--- src/rtl/dmem_arbiter.sv ---
// dmem_arbiter: single-port dmem arbiter, CPU priority with an aging counter bounding aux starvation.
// Define DMEM_ARB_PROTECT_EN to block aux writes below PROT_LIMIT.
module dmem_arbiter #(
    parameter int                ADDR_W     = 12,
    parameter int                DATA_W     = 32,
    parameter int                MAX_WAIT   = 4,
    parameter logic [ADDR_W-1:0] PROT_LIMIT = 12'h100
) (
    input  logic              clock,
    input  logic              reset,
    input  logic              cpu_mem,
    input  logic              cpu_wren,
    input  logic [ADDR_W-1:0] cpu_addr,
    input  logic [DATA_W-1:0] cpu_data,
    output logic [DATA_W-1:0] cpu_q,
    output logic              cpu_stall,
    input  logic              aux_req,
    input  logic              aux_wren,
    input  logic [ADDR_W-1:0] aux_addr,
    input  logic [DATA_W-1:0] aux_data,
    output logic              aux_gnt,
    output logic              aux_valid,
    output logic [DATA_W-1:0] aux_q,
    output logic              aux_err,
    output logic              ram_wEn,
    output logic [ADDR_W-1:0] ram_addr,
    output logic [DATA_W-1:0] ram_dataIn,
    input  logic [DATA_W-1:0] ram_dataOut,
    output logic [15:0]       stall_cnt
);
    localparam int             WCW      = $clog2(MAX_WAIT + 1);
    localparam logic [WCW-1:0] WAIT_MAX = WCW'(MAX_WAIT);

    logic [WCW-1:0] wait_cnt_r;
    logic           resp_pend_r;
    logic           resp_err_r;
    logic [15:0]    stall_cnt_r;
    logic           force_s;
    logic           gnt_s;
    logic           stall_s;
    logic           blocked_s;

    // Grant decision; everything is held inactive while reset is asserted
    always_comb begin
        force_s = 1'b0;
        gnt_s   = 1'b0;
        stall_s = 1'b0;
        if (reset) begin
            force_s = 1'b0;
        end else begin
            force_s = aux_req & (wait_cnt_r == WAIT_MAX);
            gnt_s   = aux_req & (~cpu_mem | force_s);
            stall_s = cpu_mem & force_s;
        end
    end

`ifdef DMEM_ARB_PROTECT_EN
    assign blocked_s = gnt_s & aux_wren & (aux_addr < PROT_LIMIT);
`else
    logic [ADDR_W-1:0] prot_limit_unused;
    assign prot_limit_unused = PROT_LIMIT;
    assign blocked_s         = 1'b0;
`endif

    // RAM port mux: aux owns the port only in its grant cycle
    always_comb begin
        ram_wEn    = 1'b0;
        ram_addr   = cpu_addr;
        ram_dataIn = cpu_data;
        if (reset) begin
            ram_wEn = 1'b0;
        end else if (gnt_s) begin
            ram_wEn    = aux_wren & ~blocked_s;
            ram_addr   = aux_addr;
            ram_dataIn = aux_data;
        end else begin
            ram_wEn = cpu_mem & cpu_wren;
        end
    end

    // Aging counter, completion flags and stall statistics
    always_ff @(posedge clock or posedge reset) begin
        if (reset) begin
            wait_cnt_r  <= '0;
            resp_pend_r <= 1'b0;
            resp_err_r  <= 1'b0;
            stall_cnt_r <= 16'd0;
        end else begin
            if (gnt_s || !aux_req) begin
                wait_cnt_r <= '0;
            end else if (wait_cnt_r != WAIT_MAX) begin
                wait_cnt_r <= wait_cnt_r + WCW'(1);
            end else begin
                wait_cnt_r <= wait_cnt_r;
            end
            resp_pend_r <= gnt_s;
            resp_err_r  <= gnt_s & blocked_s;
            if (stall_s && (stall_cnt_r != 16'hFFFF)) begin
                stall_cnt_r <= stall_cnt_r + 16'd1;
            end else begin
                stall_cnt_r <= stall_cnt_r;
            end
        end
    end

    assign aux_gnt   = gnt_s;
    assign cpu_stall = stall_s;
    assign aux_valid = resp_pend_r;
    assign aux_err   = resp_err_r;
    assign aux_q     = ram_dataOut;
    assign cpu_q     = ram_dataOut;
    assign stall_cnt = stall_cnt_r;

endmodule

--- config.mk ---
export PLATFORM = sky130hd
export DESIGN_NAME = dmem_arbiter
export DESIGN_NICKNAME = d
export VERILOG_FILES = /design/src/rtl/dmem_arbiter.sv
export SDC_FILE = /design/constraint.sdc
export NUM_CORES = 1
export LEC_CHECK = 0
export CELL_PAD_IN_SITES_DETAIL_PLACEMENT = 0
export CELL_PAD_IN_SITES_GLOBAL_PLACEMENT = 2
export CORE_MARGIN = 3
export CORE_UTILIZATION = 14
export CTS_BUF_LIST = sky130_fd_sc_hd__clkbuf_4
export DETAILED_ROUTE_END_ITERATION = 8
export GPL_ROUTABILITY_DRIVEN = 0
export PLACE_DENSITY = 0.95
export SLEW_MARGIN = 30
export SYNTH_ARGS = -nofsm -noshare
export SYNTH_HDL_FRONTEND = slang
export SYNTH_SLANG_ARGS = --single-unit
--- constraint.sdc ---
create_clock -name clock -period 4.5 [get_ports clock]
set_clock_uncertainty 0.15 [all_clocks]
set_input_delay 0.675 -clock clock [delete_from_list [all_inputs] [get_ports clock]]
set_output_delay 0.675 -clock clock [all_outputs]
set_load 0.03 [all_outputs]
* After elaboration in Yosys (flattened, before gate mapping)
Index checks and enable logic that the tools add are counted.
Storage, ports and cells: bits of input ports 126, output and inout bits 129, register bits after elaboration 20
Operators by class: bitwise gates (word level) 6, eq/ne operators 3, multiplexer cells 10, reductions and logical operators 4, add/subtract/negate cells 2
Operators with widths (count):
- $mux 32 | 2
- $mux 12 | 2
- $add 16x1->16 const B | 1
- $ne 16x16->1 const B | 1
- $mux 3 | 2
- $and 1x1->1 | 4
- $mux 1 | 4
- $add 3x1->3 const B | 1
- $eq 3x3->1 const B | 1
- $ne 3x3->1 const B | 1
- $reduce_bool 2->1 | 1
- $logic_and 1x1->1 | 1
- $logic_not 1->1 | 1
- $logic_or 1x1->1 | 1
- $not 1->1 | 1
- $or 1x1->1 | 1

* Longest topological paths before layout
depth after elaboration 7, mapped depth 8, gate-level depth less buffers 6

* Least setup slack after synthesis
OpenSTA, ideal clock, no wires.
path kind in2out, from input reset, to output ram_wEn, buffers on the path 1, data required time 3675 ps, setup slack 1543 ps, data arrival time 2132 ps, stages 5, cells stage by stage nand2b_1 -> a21oi_1 -> buf_1 -> nand2_1 -> a21oi_1
Between the ends: longest elaborated chain between the ends 3
Ends and longest elaborated chain:
- start, declared | line 10 | input logic reset,
- $mux 1 | line 48 | if (reset) begin
- via aux_gnt | line 21 | output logic aux_gnt,
- $mux 1 | line 72 | end else if (gnt_s) begin
- $mux 1 | line 70 | if (reset) begin
- end, declared | line 25 | output logic ram_wEn,
The timed path passes the listed nets, and every way through them passes these cells.

* Worst setup path after layout
from input reset, to output ram_dataIn[31]
Between the ends: longest elaborated chain between the ends 3
Ends and longest elaborated chain:
- $mux 1 | line 48
- $mux 32 | line 72
- $mux 32 (*) | line 70
- end, declared | line 27 | output logic [DATA_W-1:0] ram_dataIn,
Mark *: on every way between the ends. The rest lies on a longest branch, timed or not.

==> run metrics <==
Hold Path Sink=stall_cnt[7]$_DFFE_PP0P_; P per Cell Area=175 nW/um^2; count leader, synth=buf_4; endpoints failing hold=0; delay-heaviest family, CP=buffers and inverters; NumNets Final=434; synthesized cell area=about 2100 um^2; DR iter-0 viols=59; r2r worst-path depth=7; Max Root-Sink Buffers=2; Worst VDD drop=0.0862 mV; final period utilization=85.7%; layout cells sized above 1=20.4%; Crit Path Class=input pin to primary output; Final Non-Filler Cells=488; Worst Hold Depth=1; Placed Cells=484; vias in the first global route=1967; clock sink count=20; Post-Route WL=6.78 mm; number of flops mapped to enable cells by yosys=0; total number of vias=~1800; CTS resizes=0; IO Port Bufs=157; die height=128 um; Leakage=between 1 and 1.5 nW; FP Rows=44; Syn Nets=342; R2R Path End=stall_cnt[1]$_DFFE_PP0P_; flops & latches, synth=20; fillers=1529; die width=128 um; final core occ=23.5%; max-slew violation count=0; largest net degree at the start of global routing=38; DR DRC count=0; Slowest-stage cell, CP=clkdlybuf4s50_1; drt wl/cell=13.9 um; Critical Path Sink Type=primary output; CP cell instances=clkdlybuf4s50_1, nand2b_1, a21oi_4, buf_12, mux2_2, clkdlybuf4s50_1; Worst R2R Start=wait_cnt_r[0]$_DFFE_PP0P_; FF-to-FF setup slack=2.31 ns; Avg Inst Size Synth=9.81 um^2; setup TNS=0 ns; worst slack, placed=a little over 0.6 ns; sequential share of the synthesized area=between 20% and 30%; Synth area leader=mux2_2; Diodes inserted=0; clock-pin slew on the worst setup and hold paths=0.11 ns; drt pass-1 iters=4; H-tree Lvls=1; actual slew at the worst max-slew pin=0.784 ns; max-cap violations=0; Worst Path Max Fanout=37; Mapped Cells=213; CP Launch Type=input pin; Setup violations, final=0; top cell type's share of synthesized area=around 24%; Commonest cells post-synth=buf_4 (65), mux2_2 (45), dfrtp_1 (20); CTS tree=built; status=finished, final reports clean; Critical Path RT=approximately 3.7 ns; grt ovf=0; Final WS setup=around 0.65 ns; clock root cell=clkbuf_4; I/O Pins=between 200 and 300; fmax=259 MHz; worst stage delay on the critical path=0.61 ns; ranking of synthesized cells by area=mux2_2 (24%), dfrtp_1 (24%), buf_4 (23%); Worst Min Path Start=stall_cnt[7]$_DFFE_PP0P_; most used cell, CP=clkdlybuf4s50_1; area grow syn2layout=63.8%; HP Class=flip-flop to flip-flop; post-route ant nets=0; min Tclk post-route=approximately 3.9 ns; YS warnings=0; ys flop type=dfrtp_1; Netlist cell types=29; Clk Latency, worst-skew pair=approximately 0.30 ns; Slew headroom=47.7%; Post-synth ARST share=100%; TritonCTS Buffers=3; global-route wire length before repair=10.4 mm; post-CTS setup buffers=0; Via-to-Cell Ratio=approximately 3.7; arrival time at the worst endpoint=slightly above 3 ns; core area=14600 um^2; All-Layer GR Usage=between 7 and 8%; initial antenna violation count=0; full die area=16400 um^2; worst path bufs/invs=3; initial core utilization=between 10 and 15%; cts hold-fix bufs=0; RSZ-0062 raised after global routing=no; hpwl dp=5.83 mm
sequential cells by signal, summed over array words and instances (netlist names):
name / count
wait_cnt_r: 3
aux_valid: 1
stall_cnt: 16
area by class of cell:
class                           count  area [um^2]  area share (%)
Clock inverter                      1         3.75           0.110
Sequential cell                    20          500            14.6
Inverter                            6         22.5           0.658
Clock buffer                        3         22.5           0.658
Multi-Input combinational cell    114         1040            30.3
Tap cell                          184          230            6.73
Timing Repair Buffer              160         1610            46.9
worst reg2reg max path, stage by stage (launching register included):
cell     delay, ns
dfrtp_1       0.43
inv_1         0.07
ha_1          0.19
nand2_2       0.12
or3_1         0.36
buf_4         0.22
nor2_1        0.20
mux2_2        0.35
layout by cell type, fill, tap and decap left out:
cell             count
conb_1               1
inv_1                6
nor4_4               3
nor4_2               1
a21oi_1              2
clkbuf_4             3
nor4b_2              2
or2_2                2
buf_4                2
nand2_2              1
or3_1                1
nand4_1              3
nor3b_1              1
ha_1                 3
and4_1               1
nor2_1               5
clkdlybuf4s50_1    157
a21oi_4              1
mux2_2              45
nand3_1              6
dfrtp_1             20
xor2_1              14
nand2b_1             2
or4_4                1
clkinv_1             1
nor3_1               6
nor4_1               3
nand2_1              7
o211ai_1             1
buf_12               1
xnor2_1              2
worst max path at each step:
stage               slack (ns)  depth (start not counted)   from        endpoint
global route              0.48                          6  reset  ram_dataIn[31]
global placement          0.65                          6  reset  ram_dataIn[31]
floorplan                 1.54                          5  reset         ram_wEn
detailed placement        0.60                          6  reset  ram_dataIn[31]
CTS                       0.60                          6  reset  ram_dataIn[31]
finish                    0.65                          6  reset  ram_dataIn[31]
stage by stage:
stage,total power (W),hold slack [ns],instance area (um^2)
final,0.000600,0.358,3420
after global routing,0.000632,0.389,3420
after CTS,0.000610,0.364,3420
after detailed placement,0.000519,0.347,3400
after global placement,0.000516,0.327,3400
after floorplan,0.000453,0.387,2090
power by group:
| part | internal, W | switching (W) | total (W) |
|---|---|---|---|
| sequential | 0.000190 | 0.0000129 | 0.000203 |
| clock | 0.0000323 | 0.0000554 | 0.0000876 |
| combinational | 0.000170 | 0.000139 | 0.000310 |
cells by family (layout without fill, tap and decap cells):
family	after synthesis	in the layout	synth area share (%)
compound gates	4	4	1.08
xor+xnor	16	16	6.71
fa+ha+maj	3	3	1.80
buf+inv	79	170	27.3
flops	20	20	24.0
mux	45	45	24.3
other cells	1	1	0.179
simple gates	45	45	14.7
routing by layer:
layer  vias up  GRT usage, %  share of wire, %
met5         -             0                 0
met4         0          1.12              0.90
met3         2          2.67                11
met2       145          13.8                50
met1       831          9.08                38
li1        837             -                 -
Power figures use the tool's default switching activity.
